===== config.mk =====
export PLATFORM = sky130hd
export DESIGN_NAME = bomber_info_data_regs_flat
export DESIGN_NICKNAME = d
export VERILOG_FILES = /design/src/rtl/bomber_info_data_regs_if.sv /design/src/rtl/bomber_info_data_regs.sv /design/src/flat_wrapper.sv
export SDC_FILE = /design/constraint.sdc
export NUM_CORES = 1
export LEC_CHECK = 0
export CORE_MARGIN = 2
export CORE_UTILIZATION = 58
export CTS_CLUSTER_DIAMETER = 50
export DETAILED_ROUTE_END_ITERATION = 8
export HOLD_SLACK_MARGIN = 0.15
export PLACE_DENSITY = 0.84
export SLEW_MARGIN = 0
export SYNTH_ARGS = -nofsm -noshare
export SYNTH_HDL_FRONTEND = slang
export SYNTH_SLANG_ARGS = --single-unit

===== constraint.sdc =====
create_clock -name i_pclk -period 5.89 [get_ports i_pclk]
set_input_delay 1.178 -clock i_pclk [delete_from_list [all_inputs] [get_ports i_pclk]]
set_output_delay 1.178 -clock i_pclk [all_outputs]
set_load 0.02 [all_outputs]

===== src/rtl/bomber_info_data_regs_if.sv =====
// Write/read bus between game logic, the info overlay and bomber_info_data_regs.
//   master: game logic + overlay (drives write request/data and read address)
//   slave : bomber_info_data_regs (returns ready, clamp pulse and read data)
//   i_wr/i_wr_player/i_pos_x/i_pos_y/i_lives/i_bombs : write request and payload
//   o_ready : write can be accepted, o_clamp : accepted write was clamped
//   i_axi_addr/o_axi_data : overlay player select and 14-bit packed word
interface bomber_info_data_regs_if #(
    parameter int unsigned POS_WIDTH = 5
);
    logic                 i_wr;
    logic                 i_wr_player;
    logic [POS_WIDTH-1:0] i_pos_x;
    logic [POS_WIDTH-1:0] i_pos_y;
    logic [1:0]           i_lives;
    logic [1:0]           i_bombs;
    logic                 o_ready;
    logic                 o_clamp;
    logic                 i_axi_addr;
    logic [13:0]          o_axi_data;

    modport master (
        output i_wr, i_wr_player, i_pos_x, i_pos_y, i_lives, i_bombs, i_axi_addr,
        input  o_ready, o_clamp, o_axi_data
    );

    modport slave (
        input  i_wr, i_wr_player, i_pos_x, i_pos_y, i_lives, i_bombs, i_axi_addr,
        output o_ready, o_clamp, o_axi_data
    );
endinterface


===== src/rtl/bomber_info_data_regs.sv =====
// Per-player status registers feeding the info text overlay.
// Accepts binary player status through a write handshake, clamps positions,
// converts them to two decimal digits over a small FSM and commits the packed
// word to a display register read combinationally by player address.
// Ports:
//   i_pclk  : clock, rising edge
//   i_rst   : synchronous active-high reset
//   i_vsync : frame sync, used for frame-boundary commit
//   bus     : slave side of bomber_info_data_regs_if (write + read path)
// Optional feature macro BOMBER_INFO_FRAME_SYNC_EN: when defined, staged words
// are committed to the display registers only on a vsync rising edge.
module bomber_info_data_regs #(
    parameter int unsigned POS_WIDTH   = 5,
    parameter int unsigned POS_MAX     = 19,
    parameter int unsigned RESET_LIVES = 3,
    parameter int unsigned RESET_BOMBS = 1
) (
    input  logic              i_pclk,
    input  logic              i_rst,
    input  logic              i_vsync,
    bomber_info_data_regs_if.slave bus
);

    localparam int unsigned          WORD_W     = 14;
    localparam logic [POS_WIDTH-1:0] POS_MAX_W  = POS_WIDTH'(POS_MAX);
    localparam logic [POS_WIDTH-1:0] TEN_W      = POS_WIDTH'(10);
    localparam logic [WORD_W-1:0]    RESET_WORD = {2'(RESET_BOMBS), 2'(RESET_LIVES), 10'b0};

    typedef struct packed {
        logic [1:0] bombs;
        logic [1:0] lives;
        logic [3:0] y_ones;
        logic       y_tens;
        logic [3:0] x_ones;
        logic       x_tens;
    } info_word_t;

    typedef enum logic [1:0] {S_IDLE, S_CONV_X, S_CONV_Y, S_STAGE} state_t;

    state_t               state_q, state_d;
    logic                 ready_q;
    logic                 clamp_q;
    logic                 lat_player;
    logic [POS_WIDTH-1:0] lat_x, lat_y;
    logic [1:0]           lat_lives, lat_bombs;
    logic                 x_tens_q, y_tens_q;
    logic [3:0]           x_ones_q, y_ones_q;
    logic [WORD_W-1:0]    disp_q [2];

    logic                 accept_c;
    logic                 x_over_c, y_over_c;
    logic [POS_WIDTH-1:0] conv_src_c;
    logic                 conv_tens_c;
    logic [3:0]           conv_ones_c;
    info_word_t           stage_word_c;

`ifdef BOMBER_INFO_FRAME_SYNC_EN
    logic [WORD_W-1:0]    stage_q [2];
    logic [1:0]           pending_q;
    logic                 vsync_q;
    logic                 vsync_rise_c;

    assign vsync_rise_c = i_vsync && !vsync_q;
`else
    logic                 unused_vsync;

    assign unused_vsync = i_vsync;
`endif

    assign accept_c = bus.i_wr && ready_q;
    assign x_over_c = bus.i_pos_x > POS_MAX_W;
    assign y_over_c = bus.i_pos_y > POS_MAX_W;

    // One shared binary-to-decimal converter, x in CONV_X and y in CONV_Y.
    assign conv_src_c  = (state_q == S_CONV_X) ? lat_x : lat_y;
    assign conv_tens_c = conv_src_c >= TEN_W;
    assign conv_ones_c = 4'(conv_tens_c ? (conv_src_c - TEN_W) : conv_src_c);

    always_comb begin
        stage_word_c.bombs  = lat_bombs;
        stage_word_c.lives  = lat_lives;
        stage_word_c.y_ones = y_ones_q;
        stage_word_c.y_tens = y_tens_q;
        stage_word_c.x_ones = x_ones_q;
        stage_word_c.x_tens = x_tens_q;
    end

    // State register.
    always_ff @(posedge i_pclk) begin
        if (i_rst) begin
            state_q <= S_IDLE;
        end else begin
            state_q <= state_d;
        end
    end

    // Next-state logic.
    always_comb begin
        state_d = state_q;
        case (state_q)
            S_IDLE:   if (accept_c) state_d = S_CONV_X;
            S_CONV_X: state_d = S_CONV_Y;
            S_CONV_Y: state_d = S_STAGE;
            S_STAGE:  state_d = S_IDLE;
            default:  state_d = S_IDLE;
        endcase
    end

    // Datapath: latch, convert, stage and commit.
    always_ff @(posedge i_pclk) begin
        if (i_rst) begin
            ready_q    <= 1'b1;
            clamp_q    <= 1'b0;
            lat_player <= 1'b0;
            lat_x      <= '0;
            lat_y      <= '0;
            lat_lives  <= '0;
            lat_bombs  <= '0;
            x_tens_q   <= 1'b0;
            x_ones_q   <= '0;
            y_tens_q   <= 1'b0;
            y_ones_q   <= '0;
            disp_q[0]  <= RESET_WORD;
            disp_q[1]  <= RESET_WORD;
`ifdef BOMBER_INFO_FRAME_SYNC_EN
            stage_q[0] <= '0;
            stage_q[1] <= '0;
            pending_q  <= '0;
            vsync_q    <= 1'b0;
`endif
        end else begin
            ready_q <= (state_d == S_IDLE);
            clamp_q <= 1'b0;
            if (accept_c) begin
                lat_player <= bus.i_wr_player;
                lat_x      <= x_over_c ? POS_MAX_W : bus.i_pos_x;
                lat_y      <= y_over_c ? POS_MAX_W : bus.i_pos_y;
                lat_lives  <= bus.i_lives;
                lat_bombs  <= bus.i_bombs;
                clamp_q    <= x_over_c || y_over_c;
            end
            if (state_q == S_CONV_X) begin
                x_tens_q <= conv_tens_c;
                x_ones_q <= conv_ones_c;
            end
            if (state_q == S_CONV_Y) begin
                y_tens_q <= conv_tens_c;
                y_ones_q <= conv_ones_c;
            end
`ifdef BOMBER_INFO_FRAME_SYNC_EN
            vsync_q <= i_vsync;
            for (int p = 0; p < 2; p++) begin
                if (vsync_rise_c && pending_q[p]) begin
                    disp_q[p]    <= stage_q[p];
                    pending_q[p] <= 1'b0;
                end
            end
            // Placed after the commit loop so a word staged on the vsync edge
            // keeps its pending flag and waits for the next frame.
            if (state_q == S_STAGE) begin
                stage_q[lat_player]   <= stage_word_c;
                pending_q[lat_player] <= 1'b1;
            end
`else
            if (state_q == S_STAGE) begin
                disp_q[lat_player] <= stage_word_c;
            end
`endif
        end
    end

    assign bus.o_ready    = ready_q;
    assign bus.o_clamp    = clamp_q;
    assign bus.o_axi_data = bus.i_axi_addr ? disp_q[1] : disp_q[0];

endmodule


===== src/flat_wrapper.sv =====
// flat-port wrapper written by rule: the top's interface ports become plain ports
module bomber_info_data_regs_flat 
#(
    parameter int unsigned POS_WIDTH   = 5,
    parameter int unsigned POS_MAX     = 19,
    parameter int unsigned RESET_LIVES = 3,
    parameter int unsigned RESET_BOMBS = 1
)
  (i_pclk, i_rst, i_vsync, bus_i_wr, bus_i_wr_player, bus_i_pos_x, bus_i_pos_y, bus_i_lives, bus_i_bombs, bus_i_axi_addr, bus_o_ready, bus_o_clamp, bus_o_axi_data);
  bomber_info_data_regs_if #(.POS_WIDTH(POS_WIDTH)) bus_i ();
  input  logic i_pclk;
  input  logic i_rst;
  input  logic i_vsync;
  input wire logic [$bits(bus_i.i_wr)-1:0] bus_i_wr;
  input wire logic [$bits(bus_i.i_wr_player)-1:0] bus_i_wr_player;
  input wire logic [$bits(bus_i.i_pos_x)-1:0] bus_i_pos_x;
  input wire logic [$bits(bus_i.i_pos_y)-1:0] bus_i_pos_y;
  input wire logic [$bits(bus_i.i_lives)-1:0] bus_i_lives;
  input wire logic [$bits(bus_i.i_bombs)-1:0] bus_i_bombs;
  input wire logic [$bits(bus_i.i_axi_addr)-1:0] bus_i_axi_addr;
  output wire logic [$bits(bus_i.o_ready)-1:0] bus_o_ready;
  output wire logic [$bits(bus_i.o_clamp)-1:0] bus_o_clamp;
  output wire logic [$bits(bus_i.o_axi_data)-1:0] bus_o_axi_data;
  assign bus_i.i_wr = bus_i_wr;
  assign bus_i.i_wr_player = bus_i_wr_player;
  assign bus_i.i_pos_x = bus_i_pos_x;
  assign bus_i.i_pos_y = bus_i_pos_y;
  assign bus_i.i_lives = bus_i_lives;
  assign bus_i.i_bombs = bus_i_bombs;
  assign bus_i.i_axi_addr = bus_i_axi_addr;
  assign bus_o_ready = bus_i.o_ready;
  assign bus_o_clamp = bus_i.o_clamp;
  assign bus_o_axi_data = bus_i.o_axi_data;
  bomber_info_data_regs #(.POS_WIDTH(POS_WIDTH), .POS_MAX(POS_MAX), .RESET_LIVES(RESET_LIVES), .RESET_BOMBS(RESET_BOMBS)) u_core (.i_pclk(i_pclk), .i_rst(i_rst), .i_vsync(i_vsync), .bus(bus_i));
endmodule

# Yosys cells after proc, flatten, opt, wreduce, memory -nomap -nowiden

Memory sizes are Yosys's and may differ from the RTL's.
Cells that the tools add are included.

Register bits: 29
Memory bits (writable): 28
Bits of input ports: 20
Output and inout bits: 16
Logic and storage cells: 42
Memories kept: 1

$add $sub $neg: 1
Order comparisons: 3
Equal/unequal tests: 3
Muxes and demuxes: 15
Bitwise gates (word level): 1
Reduce and logical (&&, ||, !) cells: 6

Memories:

| name          | depth | bits a word | read ports | clocked after Yosys merged registers in | wr ports | RTL line                    | source |
|---|---|---|---|---|---|---|---|
| u_core.disp_q | 2     | 14          | 2          | 0                                       | 2        | bomber_info_data_regs.sv:48 | `logic [WORD_W-1:0] disp_q [2];` |

Operators with widths:

| cell                | number |
|---|---|
| $mux 14             | 2 |
| $mux 5              | 3 |
| $reduce_or 14->1    | 1 |
| $gt 5x5->1 const B  | 2 |
| $pmux 2 s4          | 1 |
| $mux 1              | 7 |
| $ge 5x4->1 const B  | 1 |
| $eq 2x2->1 const B  | 2 |
| $logic_not 2->1     | 2 |
| $mux 4              | 1 |
| $sub 4x4->4 const B | 1 |
| $eq 2x1->1 const B  | 1 |
| $mux 2              | 1 |
| $reduce_or 2->1     | 1 |
| $logic_and 1x1->1   | 1 |
| $logic_or 1x1->1    | 1 |
| $not 1->1           | 1 |

# Logic depth before layout (Yosys ltp)

Gate-level depths: netlist of the first run.

Depth after elaboration: 6
Depth in mapped cells: 10
Gate-level depth less buffers: 9

# Worst setup path after synthesis of the first run

Ideal clock, no wire load.

Path kind: input -> output
Start point: input port bus_i_axi_addr
End point: output port bus_o_axi_data[10]
Data arrival time: 1.929 ns
Required time: 4.712 ns
Path slack: 2.783 ns
Stages on the path: 2
Path buffers: 1
Cell sequence: clkbuf_1 mux2_2

Longest elaborated chain between the ends: 1

RTL lines:

| element     | RTL line                     | source |
|---|---|---|
| from (decl) | flat_wrapper.sv:20           | `input wire logic [$bits(bus_i.i_axi_addr)-1:0] bus_i_axi_addr;` |
| $mux 14     | bomber_info_data_regs.sv:174 | `assign bus.o_axi_data = bus.i_axi_addr ? disp_q[1] : disp_q[0];` |
| to (decl)   | flat_wrapper.sv:23           | `output wire logic [$bits(bus_i.o_axi_data)-1:0] bus_o_axi_data;` |

Every way passes these cells.

# Final worst setup path of the first run

Start point: input port bus_i_axi_addr
End point: output port bus_o_axi_data[4]

The elaborated chain is that of the path after synthesis.

==> results of run 1 <==
[power breakdown]
group	switching [W]	leakage, nW	internal (W)
Sequential	0.0000387	0.506	0.000474
Clock	0.000153	0.113	0.000249
Combinational	0.000178	0.492	0.000129
Total	0.000369	1.11	0.000852
[cell usage in the layout, fill, tap and decap left out, types with 5 or more instances in the layout]
| cell type | instances |
|---|---|
| sky130_fd_sc_hd__ha_1 | 5 |
| sky130_fd_sc_hd__a21oi_1 | 17 |
| sky130_fd_sc_hd__inv_1 | 6 |
| sky130_fd_sc_hd__and2_1 | 23 |
| sky130_fd_sc_hd__clkbuf_8 | 10 |
| sky130_fd_sc_hd__nor3_1 | 9 |
| sky130_fd_sc_hd__nor2_1 | 16 |
| sky130_fd_sc_hd__nand3b_1 | 5 |
| sky130_fd_sc_hd__edfxtp_1 | 28 |
| sky130_fd_sc_hd__nand2_1 | 25 |
| sky130_fd_sc_hd__mux2_2 | 15 |
| sky130_fd_sc_hd__dfxtp_1 | 29 |
| sky130_fd_sc_hd__nand2b_1 | 13 |
| sky130_fd_sc_hd__clkdlybuf4s50_1 | 34 |
[area by class of cell]
| cell class | instances | area, sq um |
|---|---|---|
| clock buffers | 11 | 141 |
| repair buffers | 35 | 348 |
| flip-flops and latches | 57 | 1420 |
| clock inverters | 5 | 78.8 |
| multi-input cells | 167 | 1070 |
| fillers | 337 | 1170 |
| inverters | 6 | 22.5 |
| well taps | 52 | 65.1 |
[state kept, by name, indices dropped and copies added, names as in the netlist, 2 cells and up]
| signal | cells |
|---|---|
| u_core.y_ones_q | 4 |
| u_core.lat_lives | 2 |
| u_core.lat_y | 5 |
| u_core.x_ones_q | 4 |
| u_core.lat_x | 5 |
| u_core.disp_q | 28 |
| u_core.lat_bombs | 2 |
| u_core.state_q | 2 |
[final timing paths]
path | slack [ns] | depth (start not counted) | startpoint | end
max | 1.72 | 3 | bus_i_axi_addr | bus_o_axi_data[4]
min | 0.46 | 2 | u_core.lat_bombs[0] | u_core.lat_bombs[0]
max reg2reg | 3.02 | 9 | u_core.state_q[1] | u_core.x_tens_q
min reg2reg | 0.46 | 2 | u_core.lat_bombs[0] | u_core.lat_bombs[0]
[worst max-delay path, delay by kind of cell]
kind | cells | cell delay (ns)
multiplexers | 1 | 0.41
buffers and inverters | 2 | 1.41
[synth_stat cells, drive strengths merged, types with 3 or more instances]
library cell	n
clkbuf	10
dfxtp	29
nand2b	13
mux2	15
nor3	9
a21oi	17
nor3b	4
buf	4
nor2b	3
ha	5
mux2i	4
nand3	4
nor2	16
edfxtp	28
nand2	25
inv	6
a211oi	5
nand3b	5
and2	23
[kinds of logic (layout without fill, tap and decap cells)]
| logic type | after synthesis | count (layout) | share of synthesized area [%] |
|---|---|---|---|
| buffers and inverters | 20 | 57 | 3.30 |
| AOI/OAI and AO/OA | 34 | 34 | 8.59 |
| muxes | 19 | 19 | 8.10 |
| DFF | 57 | 57 | 55.1 |
| and+or+nand+nor | 109 | 109 | 22.5 |
| adders and majority gates | 5 | 5 | 2.43 |
[through the flow]
step | power, W | utilization, % | hold slack (ns) | instance area, sq um | worst slack [ns]
after global routing | 0.00129 | 72.8 | 0.489 | 3150 | 1.62
final | 0.00122 | 72.8 | 0.463 | 3150 | 1.72
after floorplan | 0.000747 | - | 0.439 | 2580 | 2.78
after detailed placement | 0.000824 | 67.7 | 0.453 | 2930 | 1.66
after CTS | 0.00123 | 72.8 | 0.462 | 3150 | 1.66
after global placement | 0.000811 | 67.7 | 0.446 | 2930 | 1.69
[routing by layer]
metal	GRT usage, %	vias to the layer above	share of wire [%]
met5	0	-	0
met4	10.1	0	1.4
met3	6.55	7	4.5
met2	34.2	41	50
met1	26.5	828	44
li1	-	922	-
==> run summary, run 1 <==
The run gives 4320 sq um as the core area. The tools report the overall track demand over capacity in global routing as 21.3%. The final layout contains routed wiring with a total length of 4.67 mm. For the sum of overflow across all layers after global routing, the log shows 0. The routed layout has 1798 vias.

For this design the static power due to leakage is 1.11 nW. TritonCTS built the clock tree. The row count came out at 24.

After clock tree synthesis, the clock-pin slew on the worst setup and hold paths is 0.06 ns. For the pin with the worst max-slew slack, the measured transition is 1.15 ns. The logs give 0 for the number of hold violations in the final report and 0 for the final routed DRC violation total.

Summed over its instances, the top area cell type makes up 32.6% of the synthesized netlist area. The total instance count after detailed placement is 317. 0 antenna diodes ended up in the layout. The worst setup path is of the input pin to output port kind. In this run, post-CTS hold repair placed 0 buffers.

The count of cells in the finished layout, fillers not included, comes to 333. Data required time of the critical path: 4.71 ns. The most used flip-flop cell after synthesis is sky130_fd_sc_hd__dfxtp_1. After synthesis, flip-flops and latches occupy 55.1% of the total area. The number of primary I/O pins came out at 36.

The worst hold path belongs to the class flop to flop. The post-route clock period utilization is 70.9%. Traced cell by cell, the critical path runs through clkdlybuf4s50_1, mux2_2, clkdlybuf4s50_1. For the final database, setup skew stands at 0.00915 ns. The congestion estimate from routability-driven global placement came to 0.790. Setup repair after global routing left no endpoint under its margin.

For the total clock sinks, the log shows 57. The run finished with clean final reports. STA classifies the critical path startpoint as an input pin.

For the maximum ir drop on the vdd rail, the log shows 0.000254 V. The net count of the finished layout is 301. For the via count of the first global-routing pass, the log shows 1787. The die is 70.7 um wide. For the data arrival time of the critical path, the log shows 3.00 ns. Endpoint class of the critical path: an output port. For the area of the die, the log shows 5000 sq um. The cell that appears most often on the critical path is sky130_fd_sc_hd__clkdlybuf4s50_1. The layout overhead on the synthesized area is 22.1%, and the final number of setup-violating endpoints is 0. In the synthesized netlist the async set-or-reset flop fraction comes to 0%. The slowest stage of the critical path is the sky130_fd_sc_hd__clkdlybuf4s50_1 cell. The die extent in y was 70.7 um; the maximum fanout count along the critical path was 14. The buffer levels on the longest clock path is 2, and the number of antenna violations at the first check in global routing is 0. Yosys printed 0 warnings. Synthesis produced a netlist with a net count of 269. The maximum number of pins on one net before global-route repair was 35. The initial core utilization was 59.6%.

Yosys mapped the design onto 36 distinct sky130hd cell types. Port buffering added 34 buffers. CTS placed an instance of sky130_fd_sc_hd__clkbuf_8 at the clock tree root.

The flop and latch count out of synthesis was 57; the ratio of total power to cell area was 388 nW/um^2. The synthesized design contains 28 enable-type register cells. The detail-routed via count per cell was 5.40; the number of H-tree branching levels was 3. The estimated wirelength of the detail-placed design is 3.10 mm, and the iteration count of the initial detailed-routing pass is 4. The first global-routing pass estimated 8.24 mm of wire. The synthesized design spends more area on one cell type than any other, namely sky130_fd_sc_hd__edfxtp_1. Yosys attributes the largest share of cell area to sky130_fd_sc_hd__edfxtp_1 33%, sky130_fd_sc_hd__dfxtp_1 23%, sky130_fd_sc_hd__mux2_2 6.6%. The count of final max-slew check failures came out at 0. The tool flagged a number of max-cap violations equal to 0.

The delay of the slowest cell on the worst path works out to 0.87 ns. The cell area that synthesis handed to floorplanning was 2580 sq um. After clock tree synthesis, the setup repair step added 0 buffers. In the final timing run, aggregate negative setup slack is 0 ns. After detailed routing, the average wire length per cell comes to 14.0 um. The average footprint of a synthesized cell is 10.6 sq um, and the post-synthesis cell count is 244. The fraction of final layout cells with drive strength greater than 1 is 12.5%, and the fmax is 0.240 GHz. The worst pin sits at a relative slew slack of 23.3%. Post-CTS repair changed the size of 0 cells. The tools report the number of buffers created by CTS as 9. The tools report the post-detailed-route count of antenna-violating nets as 0. The final period demand of the worst path is 4.17 ns.

The clock latency on the worst-skew pair is 0.34 ns, and the DRC marker count from the first detailed-route iteration is 128.
No activity file was read; power rests on OpenSTA's default activity.
==> run 2, diff against run 1 <==
CORE_UTILIZATION = 49   (was 58)
PLACE_DENSITY = 0.76   (was 0.84)
clock period = 3.7 ns   (was 5.89 ns; I/O delays follow)
==> run summary, run 2 (synthesis results as in run 1) <==
The flip-flop count of the largest register, all copies and words added came out at 28 (unchanged). The quantity of I/O buffers inserted on ports is 34 (unchanged). The number of antenna violations at the first check in global routing was 0 (unchanged).

The number of primary I/O pins is 36 (unchanged), and the count of final max-slew check failures is 0 (unchanged). The iteration count of the initial detailed-routing pass was 4 (unchanged). The number of buffers created by CTS was 9 (unchanged). The number of cells on the worst hold path is 2 (unchanged), and the fraction of final layout cells with drive strength greater than 1 is 12.3% (was 12.5%). The final worst hold slack was 0.461 ns (was 0.463 ns); the count of cells resized by post-cts repair was 0 (unchanged). The data required time of the critical path is 2.96 ns (was 4.71 ns). For the clock skew after layout, the log shows 0.00421 ns (was 0.00915 ns). Registers with the highest flip-flop counts: u_core.disp_q x28, u_core.lat_x x5, u_core.lat_y x5 (unchanged). The logs give 26 (was 24) for the row count and 7.62 mm (was 8.24 mm) for the wire length of the first global-routing pass. The class of the most critical setup path was input pin to output port (unchanged). The via count of the first global-routing pass is 1631 (was 1787), and the estimated wirelength of the detail-placed design is 3.03 mm (was 3.10 mm). The static leakage was 1.11 nW (about the same). The run gives 0 (unchanged) as the max-cap violation count. The endpoint class of the critical path is an output port (unchanged).

Delay of the slowest cell on the worst path: 0.54 ns (was 0.87 ns). Commonest cells after routing, fill and taps aside: 34 x sky130_fd_sc_hd__clkdlybuf4s50_1, 29 x sky130_fd_sc_hd__dfxtp_1, 28 x sky130_fd_sc_hd__edfxtp_1 (unchanged). For the final routed DRC violation total, the log shows 0 (unchanged).

The number of antenna diodes is 0 (unchanged). Slew at the pin with the worst max-slew slack: 0.588 ns (was 1.15 ns). Cell at the slowest stage of the critical path: sky130_fd_sc_hd__clkdlybuf4s50_1 (unchanged). The number of H-tree branching levels is 3 (unchanged). The total clock sinks was 57 (unchanged); the ratio of total power to cell area was 583 nW/um^2 (was 388 nW/um^2). The leading cell type in the layout, fill and taps excluded is sky130_fd_sc_hd__clkdlybuf4s50_1 (unchanged). Core area: 5110 sq um (was 4320 sq um). The top register by number of flip-flops was u_core.disp_q (unchanged). Length in cells of the worst reg-to-reg path: 9 (unchanged).

The total via count after detailed routing is 1787 (was 1798), and the normalized max-slew margin is 60.7% (was 23.3%). The data arrival time of the critical path was 2.32 ns (was 3.00 ns). Most numerous cell on the critical path: sky130_fd_sc_hd__clkdlybuf4s50_1 (unchanged). The fmax is 0.327 GHz, and the maximum number of pins on one net before global-route repair is 34 (was 35).

The buffer levels on the longest clock path was 2 (unchanged). The tools report the sum of overflow across all layers after global routing as 0 (unchanged). The post-route clock period utilization is 82.7%, and the number of hold violations in the final report is 0 (unchanged). The maximum ir drop on the vdd rail came out at 0.000362 V (was 0.000254 V).

The detail-routed via count per cell came out at 5.05 (was 5.40). The width of the die is 76.5 um (was 70.7 um), and the average detailed-routed wire length per instance is 12.8 um (was 14.0 um). The run gives 304 (was 301) as the final layout net count. The final number of setup-violating endpoints is 0 (unchanged). The die extent in y is 76.5 um (was 70.7 um).

Final weighted congestion of routability-driven global placement: 0.783 (was 0.790). Setup repair after global routing left no endpoint under its margin. The worst hold path class is flop to flop (unchanged).

DRC marker count from the first detailed-route iteration: 87 (was 128). The worst path needs 3.06 ns of the cycle, external delays included. Crit-path cells: clkdlybuf4s50_1, buf_4, mux2_2, clkdlybuf4s50_1 (was clkdlybuf4s50_1, mux2_2, clkdlybuf4s50_1).

TritonCTS built the clock tree. The total negative setup slack was 0 ns (unchanged); the total of hold buffers inserted after clock tree synthesis was 0 (unchanged). The clock-pin slew on the worst setup and hold paths works out to 0.06 ns (about the same). The maximum fanout count along the critical path is 14 (unchanged). The tools report the library cell used as clock root buffer as sky130_fd_sc_hd__clkbuf_8 (unchanged).

The tools report the post-CTS setup buffer count as 0 (unchanged). The layout overhead on the synthesized area was 22.3% (was 22.1%); the total wire length was 4.53 mm (was 4.67 mm). For the overall track demand over capacity in global routing, the log shows 17.0% (was 21.3%). Initial core utilization: 50.5% (was 59.6%). The run gives 5860 sq um (was 5000 sq um) as the area of the die. The run finished with clean final reports.

For the post-detailed-route count of antenna-violating nets, the log shows 0 (unchanged). The startpoint kind of the worst setup timing path was an input pin (unchanged). The tools report the clock latency on the worst-skew pair as 0.33 ns (was 0.34 ns).
[run 2: changes by cell type in the layout (fill, tap and decap cells not counted), sizes merged]
cell	change
bufinv	-1
clkbuf	+1
buf	+3
[run 2: final timing paths]
path	slack (ns)	endpoint	from
worst min register to register	0.46	u_core.lat_lives[0]	u_core.lat_lives[0]
worst max register to register	1.22	u_core.y_ones_q[1]	u_core.state_q[1]
worst min-delay path	0.46	u_core.lat_lives[0]	u_core.lat_lives[0]
worst max-delay path	0.64	bus_o_axi_data[0]	bus_i_axi_addr
[run 2: layout make-up]
class                      instances  area, sq um
clock buffer                      12          135
clock inverter                     4         43.8
fill                             435         1950
inverter                           6         22.5
multi-input combinational        167         1070
sequential                        57         1420
tap                               70         87.6
timing repair buffer              38          370
[run 2: power by group]
part | total (W) | internal, W | switching (W)
clock | 0.000533 | 0.000307 | 0.000226
sequential | 0.000814 | 0.000754 | 0.0000597
combinational | 0.000491 | 0.000212 | 0.000279
[run 2: through the flow]
step / util, % / instances / total power [W] / instance area (sq um) / setup WS, ns
after floorplan: - / 244 / 0.00119 / 2580 / 1.47
after global placement: 58.2 / 338 / 0.00130 / 2970 / 0.636
after detailed placement: 58.2 / 338 / 0.00132 / 2970 / 0.623
after CTS: 61.7 / 354 / 0.00186 / 3150 / 0.620
after global routing: 61.7 / 354 / 0.00196 / 3150 / 0.586
final: 61.7 / 354 / 0.00184 / 3150 / 0.639
[run 2: critical path: cells and delay by family]
kind                   cells  cell delay, ns
buffers and inverters      3            1.21
multiplexers               1            0.36
[run 2: routing by layer]
metal	wire [um]	vias up	global-route usage [%]	part of all wire (%)
met5	0	-	0	0
li1	-	928	-	-
met2	2110	39	25.9	47
met1	2120	813	21.9	47
met4	73	0	7.64	1.6
met3	228	7	5.92	5.0
==> run 3, diff against run 2 <==
clock period = 2.6 ns   (was 3.7 ns; I/O delays follow)
==> run summary, run 3 (synthesis results as in run 1) <==
The tools report the initial core utilization as 50.5% (unchanged). The leading cell type in the layout, fill and taps excluded was sky130_fd_sc_hd__dfxtp_1 (was sky130_fd_sc_hd__clkdlybuf4s50_1). Die extent in y: 76.5 um (unchanged). The logs give 0 (unchanged) for the number of antenna violations at the first check in global routing and 0.000820 W (was 0.000565 W) for the net switching power. The combinational share of power was 26.9% (was 26.7%). Number of H-tree branching levels: 3 (unchanged).

The run gives 0 (unchanged) as the max-cap violation count. The row count was 26 (unchanged). The flow ran to the end, and the final reports show no timing, DRC or antenna violations. The fraction of final layout cells with drive strength greater than 1 came out at 14.3% (was 12.3%).

For the wire length of the first global-routing pass, the log shows 7.98 mm (was 7.62 mm). The run gives 20 (was 34) as the maximum number of pins on one net before global-route repair. For the clock latency on the worst-skew pair, the log shows 0.32 ns (was 0.33 ns). The detail-routed via count per cell works out to 5.12 (was 5.05). The ratio of total power to cell area is 826 nW/um^2 (was 583 nW/um^2).

For the count of final max-slew check failures, the log shows 0 (unchanged). The number of hold violations in the final report was 0 (unchanged); the final weighted congestion of routability-driven global placement was 0.844 (was 0.783). The tools report the final layout net count as 307 (was 304). The end-of-flow core utilization is 63.2% (was 61.7%), and the iteration count of the initial detailed-routing pass is 4 (unchanged). The overall track demand over capacity in global routing was 17.1% (was 17.0%); the post-route clock period utilization was 92.3%.

Data arrival time of the critical path: 2.63 ns (was 2.32 ns). The final number of setup-violating endpoints was 0 (unchanged); the final routed DRC violation total was 0 (unchanged). The endpoint class of the critical path is a flop (was an output port).

The run gives 1829 (was 1787) as the total via count after detailed routing. The number of buffers created by CTS is 9 (unchanged). The data required time of the critical path was 2.83 ns (was 2.96 ns); the filler-free cell count of the finished design was 357 (was 354). The logs give 1.25 nW (was 1.11 nW) for the static leakage and 62.6% (was 60.7%) for the normalized max-slew margin.

The library cell used as clock root buffer is sky130_fd_sc_hd__clkbuf_8 (unchanged). Via count of the first global-routing pass: 1743 (was 1631). The slew at the pin with the worst max-slew slack is 0.561 ns (was 0.588 ns). The logs give 5110 sq um (unchanged) for the core area and 0 (unchanged) for the number of antenna diodes. The run gives 0.00473 ns (was 0.00421 ns) as the clock skew after layout. Timing would allow up to 0.417 GHz.

Setup repair after global routing left no endpoint under its margin. The overall power is 0.00267 W (was 0.00184 W). The relative contribution of the clock network to total power is 29.6% (was 29.0%). The total clock sinks is 57 (unchanged), and the flip-flop count of the largest register, all copies and words added is 28 (unchanged). The fraction of power consumed by sequential logic came out at 43.5% (was 44.3%). Width of the die: 76.5 um (unchanged). Top register by number of flip-flops: u_core.disp_q (unchanged). The average detailed-routed wire length per instance is 13.2 um (was 12.8 um), and the quantity of I/O buffers inserted on ports is 34 (unchanged). The final period demand of the worst path came out at 2.40 ns. The tools report the maximum ir drop on the vdd rail as 0.000625 V (was 0.000362 V). The number of primary I/O pins is 36 (unchanged). The internal power summed over all cells was 0.00185 W (was 0.00127 W).

The DRC marker count from the first detailed-route iteration is 95 (was 87), and the estimated wirelength of the detail-placed design is 3.27 mm (was 3.03 mm). The buffer levels on the longest clock path is 2 (unchanged), and the total wire length is 4.71 mm (was 4.53 mm). Worst hold path class: flop to flop (unchanged).

The tools report the post-detailed-route count of antenna-violating nets as 0 (unchanged). Clock-pin slew on the worst setup and hold paths: 0.06 ns (about the same). Registers with the highest flip-flop counts: u_core.disp_q x28, u_core.lat_x x5, u_core.lat_y x5 (unchanged).

Commonest cells after routing, fill and taps aside: 29 x sky130_fd_sc_hd__dfxtp_1, 28 x sky130_fd_sc_hd__edfxtp_1, 25 x sky130_fd_sc_hd__nand2_1 (was 34 x sky130_fd_sc_hd__clkdlybuf4s50_1, 29 x sky130_fd_sc_hd__dfxtp_1, 28 x sky130_fd_sc_hd__edfxtp_1). The switching power share of the total works out to 30.8% (was 30.7%). The startpoint kind of the worst setup timing path is a flop (was an input pin). For the sum of overflow across all layers after global routing, the log shows 0 (unchanged). The class of the most critical setup path was flop to flop (was input pin to output port). TritonCTS built the clock tree. The layout overhead on the synthesized area is 25.2% (was 22.3%), and the count of filler cells inserted in the layout is 439 (was 435). For the total instance count after detailed placement, the log shows 341 (was 338). The area of the die was 5860 sq um (unchanged); the maximum fanout count along the critical path was 7 (was 14).
[run 3: cell count changes in the layout (fill, tap and decap cells not counted)]
cell,before,now
sky130_fd_sc_hd__buf_12,0,1
sky130_fd_sc_hd__buf_4,4,6
sky130_fd_sc_hd__clkbuf_1,3,2
sky130_fd_sc_hd__clkbuf_8,9,10
sky130_fd_sc_hd__clkdlybuf4s50_1,34,20
sky130_fd_sc_hd__clkinv_1,1,0
sky130_fd_sc_hd__clkinv_2,2,3
sky130_fd_sc_hd__dlygate4sd2_1,0,2
sky130_fd_sc_hd__dlymetal6s2s_1,0,12
sky130_fd_sc_hd__ha_1,5,4
sky130_fd_sc_hd__ha_2,0,1
[run 3: cell type report]
class / instances / area, sq um / area share (%)
Clock inverter: 4 / 45.0 / 1.39
Inverter: 6 / 22.5 / 0.697
Multi-Input combinational cell: 167 / 1070 / 33.3
Timing Repair Buffer: 41 / 433 / 13.4
Sequential cell: 57 / 1420 / 44.0
Clock buffer: 12 / 145 / 4.49
Tap cell: 70 / 87.6 / 2.71
[run 3: per-stage QoR]
stage	setup TNS, ns	cell area [sq um]	hold slack [ns]	setup WS, ns
detailed placement	-0.00733	3010	0.456	-0.00416
floorplan	0	2580	0.439	0.407
global placement	0	3010	0.451	0.0131
global route	0	3230	0.486	0.0109
finish	0	3230	0.468	0.200
CTS	0	3200	0.467	0.00771
[run 3: power groups by stage]
stage / Clock [W] / Sequential, W / Combinational [W]
3_3_place_gp: 0 / 0.00117 / 0.000693
5_1_grt: 0.000839 / 0.00118 / 0.000799
4_1_cts: 0.000806 / 0.00116 / 0.000719
3_5_place_dp: 0 / 0.00118 / 0.000717
6_report: 0.000790 / 0.00116 / 0.000718
2_1_floorplan: 0 / 0.00116 / 0.000531
[run 3: path summary, 6_finish.rpt]
check	start	to	slack, ns	depth (start not counted)
worst max-delay path	u_core.state_q[1]	u_core.y_ones_q[2]	0.20	9
worst min-delay path	u_core.lat_bombs[1]	u_core.lat_bombs[1]	0.47	2
worst max register to register	u_core.state_q[1]	u_core.y_ones_q[2]	0.20	9
worst min register to register	u_core.lat_bombs[1]	u_core.lat_bombs[1]	0.47	2
[run 3: critical path, cell delays in order (launching register included)]
cell and delay [ns]:
sky130_fd_sc_hd__dfxtp_1 0.32, sky130_fd_sc_hd__inv_1 0.08, sky130_fd_sc_hd__ha_1 0.33, sky130_fd_sc_hd__mux2_2 0.40, sky130_fd_sc_hd__inv_1 0.07, sky130_fd_sc_hd__ha_2 0.28, sky130_fd_sc_hd__nand2b_1 0.16, sky130_fd_sc_hd__a32oi_1 0.32
sky130_fd_sc_hd__a211oi_1 0.10, sky130_fd_sc_hd__nor4_1 0.24
[run 3: repair_timing]
action	in CTS	in global routing
hold buffers	0	0
endpoints found under the setup margin	2	13
cloned	0	0
resized for setup	2	13
buffers inserted	0	0
[run 3: metal layers]
| metal | GRT usage [%] | vias to the layer above | wire length [um] | part of all wire (%) |
|---|---|---|---|---|
| li1 | - | 934 | - | - |
| met1 | 21.6 | 851 | 2140 | 45 |
| met2 | 28.0 | 38 | 2320 | 49 |
| met3 | 3.55 | 6 | 179 | 3.8 |
| met4 | 8.18 | 0 | 70 | 1.5 |
| met5 | 0 | - | 0 | 0 |
